`src/rtl/uart_pkg.sv`:
```
`default_nettype none
// +-----------------------------------------------------------------------------+
// | Package : uart_pkg                                                          |
// | Brief   : Shared UART state encoding, oversample ratio and parity helper.   |
// | Rev     : 1.0                                                               |
// +-----------------------------------------------------------------------------+
package uart_pkg;

  localparam int OVERSAMPLE = 16;

  localparam logic [2:0] S_IDLE      = 3'd0;
  localparam logic [2:0] S_FETCH     = 3'd1;
  localparam logic [2:0] S_WAIT_DATA = 3'd2;
  localparam logic [2:0] S_START     = 3'd3;
  localparam logic [2:0] S_DATA      = 3'd4;
  localparam logic [2:0] S_PARITY    = 3'd5;
  localparam logic [2:0] S_STOP      = 3'd6;

  // In 7-bit mode data[7] is excluded; odd=1 selects odd parity.
  function automatic logic par(input logic [7:0] data, input logic bit8, input logic odd);
    return (^data[6:0]) ^ (bit8 & data[7]) ^ odd;
  endfunction

endpackage
`default_nettype wire

```
`src/rtl/uart_baud_tick.sv`:
```
`default_nettype none
// +-----------------------------------------------------------------------------+
// | Module  : uart_baud_tick                                                    |
// | Brief   : 4-bit oversample counter; flags the last baud_en of each bit.     |
// | Rev     : 1.0                                                               |
// +-----------------------------------------------------------------------------+
module uart_baud_tick #(
  parameter int OVERSAMPLE = 16
) (
  input  logic clk,
  input  logic rst,
  input  logic clear,
  input  logic baud_en,
  output logic bit_done
);

  localparam logic [3:0] C_LAST = 4'(OVERSAMPLE - 1);

  logic [3:0] r_cnt;

  assign bit_done = baud_en && !clear && (r_cnt == C_LAST);

  always_ff @(posedge clk or posedge rst) begin
    if (rst) begin
      r_cnt <= 4'd0;
    end else if (clear) begin
      r_cnt <= 4'd0;
    end else if (baud_en) begin
      r_cnt <= bit_done ? 4'd0 : r_cnt + 4'd1;
    end
  end

endmodule
`default_nettype wire

```
`src/rtl/uart_tx_serializer.sv`:
```
`default_nettype none
// +-----------------------------------------------------------------------------+
// | Module  : uart_tx_serializer                                                |
// | Brief   : Pops bytes from the TX FIFO and serialises start/data/parity/stop.|
// | Rev     : 1.0                                                               |
// +-----------------------------------------------------------------------------+
module uart_tx_serializer
  import uart_pkg::*;
#(
  parameter int RD_LATENCY = 2,
  parameter int OVERSAMPLE = uart_pkg::OVERSAMPLE
) (
  input  logic       clock,
  input  logic       reset,
  input  logic       baud_en,
  input  logic       fifo_empty,
  input  logic [7:0] fifo_data,
  output logic       fifo_read_n,
  input  logic       bit8,
  input  logic       parity_en,
  input  logic       odd_n_even,
  output logic       txd,
  output logic       tx_busy
);

  localparam logic [3:0] C_WAIT_LAST = 4'(RD_LATENCY - 1);

  logic [2:0] r_state;
  logic [2:0] w_next_state;
  logic [3:0] r_wait_cnt;
  logic [7:0] r_shift;
  logic [2:0] r_bit_idx;
  logic       r_bit8;
  logic       r_par_en;
  logic       r_par;
  logic       r_txd;
  logic       w_txd_next;
  logic       w_bit_done;
  logic       w_tick_clear;
  logic       w_load;
  logic       w_last_bit;

  assign w_load       = (r_state == S_WAIT_DATA) && (r_wait_cnt == C_WAIT_LAST);
  assign w_last_bit   = (r_bit_idx == (r_bit8 ? 3'd7 : 3'd6));
  // Counter held clear outside the frame so every start bit gets a full 16 ticks.
  assign w_tick_clear = (r_state == S_IDLE) || (r_state == S_FETCH) || (r_state == S_WAIT_DATA);
  assign txd          = r_txd;

  uart_baud_tick #(
    .OVERSAMPLE(OVERSAMPLE)
  ) u_baud_tick (
    .clk      (clock),
    .rst      (reset),
    .clear    (w_tick_clear),
    .baud_en  (baud_en),
    .bit_done (w_bit_done)
  );

  always_ff @(posedge clock or posedge reset) begin
    if (reset) begin
      r_state <= S_IDLE;
    end else begin
      r_state <= w_next_state;
    end
  end

  always_comb begin
    w_next_state = r_state;
    case (r_state)
      S_IDLE:      if (!fifo_empty) w_next_state = S_FETCH;
      S_FETCH:     w_next_state = fifo_empty ? S_IDLE : S_WAIT_DATA;
      S_WAIT_DATA: if (w_load) w_next_state = S_START;
      S_START:     if (w_bit_done) w_next_state = S_DATA;
      S_DATA:      if (w_bit_done && w_last_bit) w_next_state = r_par_en ? S_PARITY : S_STOP;
      S_PARITY:    if (w_bit_done) w_next_state = S_STOP;
      S_STOP:      if (w_bit_done) w_next_state = fifo_empty ? S_IDLE : S_FETCH;
      default:     w_next_state = S_IDLE;
    endcase
  end

  always_comb begin
    fifo_read_n = !((r_state == S_FETCH) && !fifo_empty);
    tx_busy     = (r_state != S_IDLE);
    w_txd_next  = 1'b1;
    case (w_next_state)
      S_START:  w_txd_next = 1'b0;
      S_DATA:   w_txd_next = ((r_state == S_DATA) && w_bit_done) ? r_shift[1] : r_shift[0];
      S_PARITY: w_txd_next = r_par;
      default:  w_txd_next = 1'b1;
    endcase
  end

  always_ff @(posedge clock or posedge reset) begin
    if (reset) begin
      r_txd      <= 1'b1;
      r_wait_cnt <= 4'd0;
      r_shift    <= 8'd0;
      r_bit_idx  <= 3'd0;
      r_bit8     <= 1'b0;
      r_par_en   <= 1'b0;
      r_par      <= 1'b0;
    end else begin
      r_txd      <= w_txd_next;
      r_wait_cnt <= (r_state == S_WAIT_DATA) ? r_wait_cnt + 4'd1 : 4'd0;
      if (w_load) begin
        r_shift  <= fifo_data;
        r_bit8   <= bit8;
        r_par_en <= parity_en;
        r_par    <= par(fifo_data, bit8, odd_n_even);
      end
      if ((r_state == S_START) && w_bit_done) begin
        r_bit_idx <= 3'd0;
      end
      if ((r_state == S_DATA) && w_bit_done) begin
        r_shift   <= {1'b0, r_shift[7:1]};
        r_bit_idx <= r_bit_idx + 3'd1;
      end
    end
  end

endmodule
`default_nettype wire

```
`config.mk`:
```
export PLATFORM = sky130hd
export DESIGN_NAME = uart_tx_serializer
export DESIGN_NICKNAME = d
export VERILOG_FILES = /design/src/rtl/uart_pkg.sv /design/src/rtl/uart_baud_tick.sv /design/src/rtl/uart_tx_serializer.sv
export SDC_FILE = /design/constraint.sdc
export NUM_CORES = 1
export LEC_CHECK = 0
export ABC_CLOCK_PERIOD_IN_PS = 2350
export CAP_MARGIN = 5
export CORE_MARGIN = 2
export CORE_UTILIZATION = 45
export CTS_CLUSTER_SIZE = 8
export DETAILED_ROUTE_END_ITERATION = 8
export GPL_TIMING_DRIVEN = 1
export PLACE_DENSITY_LB_ADDON = 0.05
export SYNTH_ARGS = -nofsm -noshare
export SYNTH_HDL_FRONTEND = slang
export SYNTH_SLANG_ARGS = --single-unit
```
`constraint.sdc`:
```
create_clock -name clock -period 2.35 [get_ports clock]
set_input_delay 0.235 -clock clock [delete_from_list [all_inputs] [get_ports clock]]
set_output_delay 0.235 -clock clock [all_outputs]
set_load 0.01 [all_outputs]
```
==> impl_metrics.py, run 1 <==
metrics = {
    "critical_path": {
        "cp_cell_sequence": "buf_4, nor2_1, nand2_1, clkdlybuf4s50_1",
        "end_kind": "output pin",
        "critPathLaunchType": "flop",
        "cp_slowest_cell": "clkdlybuf4s50_1",
        "criticalPathCategory": "reg2out",
        "crit_required_ps": 2120,
        "cp.arrival_ps": 1750,
        "crit_path_max_incr_delay_ps": 480,
        "critPathMaxFanout": 15,
    },
    "clock_network": {
        "root_buffer": "clkbuf_4",
        "postCtsResizedCells": 0,
        "path_clk_slew_ps": 150,
        "clk_latency_ps": 320,
        "cts_buffers": 3,
        "cts_htree_levels": 1,
        "cts_num_sinks": 26,
        "cts_tree": "built",
        "holdBufCountCts": 0,
        "postCtsSetupRepairBufs": 0,
        "clockBufferDepth": 2,
    },
    "synthesis": {
        "synth_common_cells": "dfrtp_1, nand2_1, nor2_1, a21oi_1, xnor2_1",
        "synth-edff-count": 0,
        "syn_area_per_cell_um2": 9.654,
        "netlist_top_cells_area": "dfrtp_1, nand2_1, xnor2_1, nor2_1, a22oi_1",
        "ys.flop_type": "dfrtp_1",
        "synth_fp_nets": 174,
        "synth_top_family_by_area": "simple AND/OR/NAND/NOR gates",
        "async_flop_share_pct": 100.0,
        "post-synth-top-count-cell": "dfrtp_1",
        "synth_compound_area_share_pct": 14.55,
        "synth_seq_cells": 26,
        "netlist_area_um2": 1496,
        "yosysTopAreaCell": "dfrtp_1",
        "ys_seq_area_share_pct": 43.56,
        "yosysWarningCount": 0,
        "synthAdderAreaFrac_pct": 3.344,
        "synthSimpleGateAreaFrac_pct": 21.15,
        "synthCells": 155,
        "synth_mux_area_share_pct": 4.933,
        "synthXorXnorAreaFrac_pct": 7.023,
        "synthDistinctLibCells": 39,
        "netlist.area_leader.share_pct": 41.81,
    },
    "floorplan": {
        "ios": 18,
        "dieArea_um2": 3803,
        "core-area_um2": 3103,
        "fp.dieW_um": 61.67,
        "initial_core_util_pct": 48.23,
        "rows": 20,
        "dieHeight_um": 61.67,
    },
    "routing": {
        "vias": 1146,
        "drc": 0,
        "routedWlPerCell_um": 12.52,
        "vias_per_cell": 5.281,
        "routed_wl_um": 2717,
        "detail-route-antenna-nets": 0,
        "drtPass1Iterations": 4,
        "drt-initial-drc-count": 69,
    },
    "sta": {
        "setup_violations": 0,
        "tightest_slew_ps": 443.0,
        "fin_crit_sh_pct": 84.49,
        "drv_slew": 0,
        "timing.fmax_ghz": 0.5036,
        "grt_setup_unrepaired": "false",
        "period_needed_ps": 1986,
        "setup_tns_ps": 0,
        "slew_headroom_pct": 70.09,
        "hold_viol_final": 0,
        "finClkSkew_ps": 12.27,
    },
    "global_routing": {
        "grt_usage_pct": 16.54,
        "antenna_found_initial": 0,
        "gr-total-overflow": 0,
        "grt_max_degree": 27,
        "grt_pass1_vias": 1063,
        "grt_pass1_wl_um": 4733,
    },
    "power_and_ir_drop": {
        "p_per_area_nw_per_um2": 807.0,
        "p_total_mw": 1.412,
        "p_leak_nw": 0.7361,
        "max-vdd-ir-drop_v": 0.0003760,
    },
    "layout": {
        "fill_cells": 287,
        "drive_gt1_share_pct": 11.56,
        "final_nets": 193,
        "area_growth_pct": 16.89,
        "stdcell_count": 217,
        "antenna_cells": 0,
    },
    "job": {
        "drv_cap": 0,
    },
    "outcome": {
        "status": "finished clean",
    },
    "place": {
        "place.detailed.hpwl_um": 1993,
        "io_buffers": 17,
        "gp_routability_congestion": 0.8226,
        "place_inst": 213,
    },
    "worst_hold_path": {
        "hp-class": "in2async",
    },
}
[final cells by class]
cell class,instances,area [um^2],area share [%]
clock buffers,3,22.52,1.288
clock inverters,1,30.03,1.717
inverters,5,18.77,1.073
multi-input cells,116,763.2,43.63
flip-flops and latches,26,651.9,37.27
well taps,44,55.05,3.147
repair buffers,22,207.7,11.87
[layer usage]
layer  part of all wire, %  global-route usage, %  up-vias  routed length [um]
met5                     0                      0        -                   0
met4                  0.77                  5.471        0                  21
met3                   3.3                  1.891        2                  90
met2                    45                  25.41       19                1232
met1                    51                  24.34      549                1373
li1                      -                      -      576                   -
[kinds of logic after synthesis]
| group | Yosys count |
|---|---|
| fa+ha+maj | 4 |
| buf+inv | 13 |
| simple gates | 61 |
| mux | 7 |
| flops | 26 |
| compound gates | 32 |
| xor+xnor | 12 |
[state kept, by name, summed over array words and instances (netlist names)]
name / cells
u_baud_tick.r_cnt: 4
r_bit8: 1
r_par_en: 1
r_wait_cnt: 4
r_bit_idx: 3
r_par: 1
r_state: 3
r_shift: 8
txd: 1
[placed cells by master, fill, tap and decap left out, drive strengths merged, types with 4 or more instances in the layout]
| master | n |
|---|---|
| nor2 | 15 |
| nand3 | 5 |
| mux2i | 4 |
| buf | 5 |
| xnor2 | 8 |
| inv | 5 |
| a22oi | 7 |
| xor2 | 4 |
| dfrtp | 25 |
| o21ai | 4 |
| nand2 | 24 |
| a21oi | 10 |
| ha | 4 |
| clkdlybuf4s50 | 17 |
[through the flow]
| stage | cell area (um^2) | worst slack, ps | hold WS, ps | util, % |
|---|---|---|---|---|
| 3_5_place_dp | 1697 | 271.6 | 462.7 | 54.68 |
| 5_1_grt | 1749 | 246.6 | 320.6 | 56.37 |
| 3_3_place_gp | 1697 | 331.1 | 461.0 | 54.68 |
| 2_1_floorplan | 1496 | 549.0 | 274.3 | - |
| 4_1_cts | 1749 | 344.5 | 239.6 | 56.37 |
| 6_report | 1749 | 364.5 | 248.6 | 56.37 |
[worst max-delay path: cells and delay by family (launching register included)]
family,cells,cell delay [ps]
buffers and inverters,2,660
AND/OR/NAND/NOR,2,350
flip-flops,1,410
[power breakdown]
part           switching, mW  internal, mW  total, mW
clock                  0.135         0.172      0.308
combinational          0.188         0.207      0.395
sequential             0.113         0.596      0.709
[worst paths after layout]
| kind | startpoint | endpoint | slack (ps) | cells past startpoint |
|---|---|---|---|---|
| worst max-delay path | r_state[0] | tx_busy | 360 | 4 |
| min in group clock | r_shift[5] | r_shift[5] | 500 | 2 |
| worst max register to register | u_baud_tick.r_cnt[0] | txd | 460 | 6 |
| max in group asynchronous | reset | txd | 1810 | 3 |
| worst min-delay path | reset | r_state[0] | 250 | 3 |
| worst min register to register | r_shift[5] | r_shift[5] | 500 | 2 |
No activity file was read; power rests on OpenSTA's default activity.
==> inputs of run 2 (changes only) <==
ABC_CLOCK_PERIOD_IN_PS = 1900   (was 2350)
clock period = 1.9 ns   (was 2.35 ns; I/O delays follow)
==> impl_metrics.py, run 2 (same netlist as run 1, synthesis figures left out) <==
metrics = {
    "place": {
        "place.detailed.hpwl_um": 2093,
        "gp_routability_congestion": 0.8049,
        "io_buffers": 17,
    },
    "power_and_ir_drop": {
        "swShare_pct": 30.95,
        "power.internal_mw": 1.228,
        "comb_power_share_pct": 29.8,
        "max-vdd-ir-drop_v": 0.0004738,
        "p_leak_nw": 0.7662,
        "p_per_area_nw_per_um2": 979.6,
        "seq_power_share_pct": 49.0,
        "clockPowerShare_pct": 21.3,
        "p_sw_mw": 0.5504,
    },
    "floorplan": {
        "rows": 20,
        "fp.dieW_um": 61.67,
        "dieHeight_um": 61.67,
        "core-area_um2": 3103,
        "initial_core_util_pct": 48.23,
        "ios": 18,
        "dieArea_um2": 3803,
    },
    "clock_network": {
        "cts_tree": "built",
        "clockBufferDepth": 2,
        "cts_num_sinks": 26,
        "root_buffer": "clkbuf_4",
        "cts_buffers": 3,
        "path_clk_slew_ps": 150,
        "clk_latency_ps": 320,
        "holdBufCountCts": 0,
        "cts_htree_levels": 1,
    },
    "outcome": {
        "status": "finished clean",
    },
    "global_routing": {
        "grt_pass1_wl_um": 4954,
        "grt_max_degree": 27,
        "gr-total-overflow": 0,
        "grt_pass1_vias": 1148,
        "grt_usage_pct": 17.47,
        "antenna_found_initial": 0,
    },
    "sta": {
        "fin_crit_sh_pct": 94.86,
        "period_needed_ps": 1802,
        "hold_viol_final": 0,
        "whs_ps": 193.1,
        "timing.fmax_ghz": 0.5548,
        "slew_headroom_pct": 68.99,
        "setup_violations": 0,
        "drv_slew": 0,
        "tightest_slew_ps": 459.3,
        "grt_setup_unrepaired": "false",
        "setup_tns_ps": 0,
        "finClkSkew_ps": 9.516,
    },
    "layout": {
        "final_nets": 199,
        "mostFrequentLayoutCells": "dfrtp_1, nand2_1, clkdlybuf4s50_1",
        "largest-register": "r_shift",
        "final_common_cell": "dfrtp_1",
        "drive_gt1_share_pct": 17.32,
        "largest_reg_flops": 8,
        "area_growth_pct": 21.32,
        "top_regs": "r_shift: 8 flops, r_wait_cnt: 4 flops, u_baud_tick.r_cnt: 4 flops",
        "fill_cells": 302,
        "antenna_cells": 0,
    },
    "critical_path": {
        "ff2ff_path_depth": 6,
        "r2r-start": "u_baud_tick.r_cnt[1]",
        "r2r_slack_ps": 150,
        "crit_required_ps": 1710,
        "end_kind": "output pin",
        "critPathLaunch": "r_state[0]",
        "criticalPathCategory": "reg2out",
        "cp.arrival_ps": 1610,
        "critPathLaunchType": "flop",
        "critPathMaxFanout": 15,
        "r2r_end": "txd",
    },
    "routing": {
        "routed_wl_um": 2773,
        "drtPass1Iterations": 4,
        "drt-initial-drc-count": 84,
        "detail-route-antenna-nets": 0,
        "vias_per_cell": 5.224,
        "routedWlPerCell_um": 12.43,
        "drc": 0,
        "vias": 1165,
    },
    "job": {
        "drv_cap": 0,
    },
    "worst_hold_path": {
        "hp-class": "in2async",
    },
}
## run 2: layout make-up
cell class | count | area, um^2 | area share [%]
flip-flops and latches | 26 | 651.9 | 35.91
clock inverters | 1 | 30.03 | 1.654
inverters | 5 | 18.77 | 1.034
clock buffers | 3 | 22.52 | 1.241
repair buffers | 28 | 255.2 | 14.06
well taps | 44 | 55.05 | 3.032
multi-input cells | 116 | 782.0 | 43.07
## run 2: worst max-delay path by stage
stage	to	slack (ps)	cells after the start
after floorplan	r_par_en	100	5
after global placement	txd	150	6
after detailed placement	r_shift[3]	120	6
after CTS	tx_busy	30	4
after global routing	tx_busy	2	4
final	tx_busy	100	4
## run 2: timing repair
action	CTS	global route
setup endpoints to repair	1	6
buffers inserted	0	1
resized for setup	1	6
## run 2: power by group through the flow
stage | logic (mW) | clock network, mW | registers (mW)
detailed placement | 0.505 | 0 | 0.887
finish | 0.529 | 0.378 | 0.871
floorplan | 0.371 | 0 | 0.859
global placement | 0.490 | 0 | 0.877
CTS | 0.508 | 0.393 | 0.876
global route | 0.608 | 0.416 | 0.898
## run 2: metal layers
layer | GRT usage [%] | share of wire (%) | up-vias
met3 | 1.891 | 2.7 | 4
met1 | 22.52 | 47 | 559
met4 | 6.383 | 1.3 | 0
met2 | 30.23 | 49 | 14
li1 | - | - | 588
met5 | 0 | 0 | -
## run 2: critical path, cell delays in order, from the launching register on
cell             delay, ps
dfrtp_1                410
buf_4                  190
nor2_4                 150
nand2_1                 70
clkdlybuf4s50_1        470
## run 2: per-stage QoR
stage	area (um^2)	worst slack, ps	instances	util (%)	power (mW)
finish	1815	97.68	223	58.51	1.778
global route	1815	1.765	223	58.51	1.922
CTS	1789	30.26	222	57.66	1.777
detailed placement	1734	124.1	218	55.89	1.393
global placement	1734	148.2	218	55.89	1.367
floorplan	1496	98.96	155	-	1.230
==> patch, RTL diff (config.mk and constraints of run 1) <==
Add an input register stage for `baud_en`, cleared by the reset; this delays it by one clock. The other inputs are not delayed to match.
--- a/src/rtl/uart_tx_serializer.sv
+++ b/src/rtl/uart_tx_serializer.sv
@@ -24,6 +24,16 @@
 );
 
   localparam logic [3:0] C_WAIT_LAST = 4'(RD_LATENCY - 1);
+
+  logic baud_en_q;
+
+  always_ff @(posedge clock or posedge reset) begin
+    if (reset) begin
+      baud_en_q <= '0;
+    end else begin
+      baud_en_q <= baud_en;
+    end
+  end
 
   logic [2:0] r_state;
   logic [2:0] w_next_state;
@@ -52,7 +62,7 @@
     .clk      (clock),
     .rst      (reset),
     .clear    (w_tick_clear),
-    .baud_en  (baud_en),
+    .baud_en  (baud_en_q),
     .bit_done (w_bit_done)
   );
 
Function: same outputs for any inputs over 10 cycles, from zero or initial values and one cycle with reset high; that may be too few to reach the edited logic, so the function may still have changed.
==> patch against run 1 <==
  * Combinational power increased by 6.1%
  * Critical path depth fell by 2
  * Synthesized area decreased by 0.59%
  * Register-to-register slack improved by 0.03 ns
  * Total power down 4.7%
  * Routed wire length rose by 2.4%
  * Setup slack lost 0.16 ns
  * Sequential cell count up 1
  * Maximum frequency is 7.6% lower
  * Final area grew 0.36%
  * Count of clock-buffer cells in the layout increased by 1
==> patch: results (changes against run 1) <==
.. list-table::
   :header-rows: 1

   * - Metric
     - Value
   * - Outcome
     - finished, final reports clean
   * - Post-CTS clock slew at the launch and capture registers of the worst setup and hold paths
     - 0.14 ns
   * - Detailed Place HPWL
     - 2.05 mm (+2.8%)
   * - Ratio of cells with drive above 1 in the final layout
     - 11.5% (-0.066 points)
   * - Biggest regs
     - r_shift (8), r_wait_cnt (4), u_baud_tick.r_cnt (4)
   * - GR met1 Demand/Resource
     - 21.1% (-3.3 points)
   * - Wire length of the first global-routing pass
     - 4.69 mm (-0.87%)
   * - Most used standard cells in the synthesized netlist
     - dfrtp_1, nand2_1, nor2_1
   * - H-tree Lvls
     - 1 (unchanged)
   * - Placed inst area
     - 1730 um^2 (+1.9%)
   * - Number of buffers inserted by post-CTS setup repair
     - 0 (unchanged)
   * - N_diodes
     - 0 (unchanged)
   * - RePlAce Congestion
     - 0.809 (-1.7%)
   * - Routing usage on met3
     - 2.73% (+0.84 points)
   * - Layout net count
     - 194 (+0.52%)
   * - Clock latency on the worst-skew pair
     - 0.32 ns (about the same)
   * - Critical Path Sink
     - fifo_read_n
   * - Violation count after the first detailed-routing iteration
     - 47 (-32%)
   * - Number of global-route vias before repair
     - 1130 (+6.3%)
   * - Clk root buf
     - clkbuf_4
   * - FF-to-FF setup slack
     - 0.49 ns (+0.03 ns)
   * - Number of standard cells in the layout, taps in and fillers out
     - 218 (+0.46%)
   * - Placed Instances
     - 214 (+0.47%)
   * - Launch point of the worst path
     - r_state[1]
   * - Data arrival time of the worst path
     - 1.91 ns (+0.16 ns)
   * - GRT Total Usage
     - 16.6% (+0.029 points)
   * - Slew of the pin with the lowest slew margin
     - 0.396 ns (-0.0475 ns)
   * - Global-route track usage on met2
     - 28.4% (+3.0 points)
   * - Pre-CTS setup slack
     - 0.317 ns (+0.0457 ns)
   * - Routed wire length
     - 2.78 mm (+2.4%)
   * - Count of cell types in the netlist
     - 42 (+7.7%)
   * - Crit Path Max Fanout
     - 4 (-11)
   * - Largest net degree at the start of global routing
     - 28 (+3.7%)
   * - Reg2Reg Launch Point
     - u_baud_tick.r_cnt[0]
   * - Reg2Reg Capture Point
     - txd
   * - CTS max path bufs
     - 2 (unchanged)
   * - Leakage
     - 0.000726 uW (-1.4%)
   * - Sw Share
     - 33.0% (+2.1 points)
   * - Largest cells by area after synthesis
     - dfrtp_1, nand2_1, xnor2_1
   * - Sequential-to-total area share from yosys stat
     - 45.5% (+1.9 points)
   * - Number of CTS-inserted buffers
     - 3 (unchanged)
   * - Synthesized Nets
     - 172 (-1.1%)
   * - Number of vias per cell after detailed routing
     - 5.47 (+3.5%)
   * - FFs w/ async S/R, synth
     - 100% (unchanged)
   * - Worst clock skew
     - 0.00478 ns (-0.00749 ns)
   * - Worst IR drop on VDD
     - 0.275 mV (-27%)
   * - Setup Total Neg Slack
     - 0 ns (unchanged)
   * - Yosys warns
     - 0 (unchanged)
   * - Synthesized instance count
     - 153 (-1.3%)
   * - Slew Viols, Final
     - 0 (unchanged)
==> patch: layout make-up <==
class                           count  area, um^2
Fill cell                         301        1350
Multi-Input combinational cell    116         763
Sequential cell                    27         677
Timing Repair Buffer               24         223
Tap cell                           44        55.1
Clock buffer                        4        26.3
Inverter                            3        11.3
==> patch: through the flow <==
stage	hold slack (ns)	util (%)
6_report	0.257	56.6
3_5_place_dp	0.469	55.7
4_1_cts	0.267	56.6
3_3_place_gp	0.461	55.7
2_1_floorplan	0.266	-
5_1_grt	0.259	56.6
==> patch: logic make-up (layout without fill, tap and decap cells) <==
group / Yosys count / in the layout / synth area share [%]
AO/OA/AOI/OAI: 31 / 31 / 13.6
XOR/XNOR: 12 / 12 / 7.07
adder cells (fa/ha/maj): 5 / 5 / 4.04
buffers and inverters: 10 / 31 / 3.19
flip-flops: 27 / 27 / 45.5
multiplexers: 9 / 9 / 6.39
AND/OR/NAND/NOR: 59 / 59 / 20.2
==> patch: worst max-delay path: stages (launching register included) <==
cell and delay, ns:
dfrtp_1 0.43, or4b_2 0.67, clkdlybuf4s50_1 0.50
==> patch: layer usage <==
layer | vias up | part of all wire, %
li1 | 581 | -
met1 | 592 | 49
met2 | 15 | 48
met3 | 4 | 2.3
met4 | 0 | 1.2
met5 | - | 0
==> patch: power by group through the flow <==
stage	Sequential [uW]	Clock (uW)	Combinational, uW
floorplan	715	0	309
global placement	732	0	414
detailed placement	740	0	426
CTS	730	208	428
global route	754	229	478
finish	729	197	419
==> patch: worst min path at each step <==
stage                                 to  slack, ns  depth (start not counted)
finish              u_baud_tick.r_cnt[1]       0.26                          3
global route                  r_state[2]       0.26                          3
CTS                            baud_en_q       0.27                          3
detailed placement            r_shift[4]       0.47                          2
global placement              r_shift[2]       0.46                          2
floorplan                      baud_en_q       0.27                          0
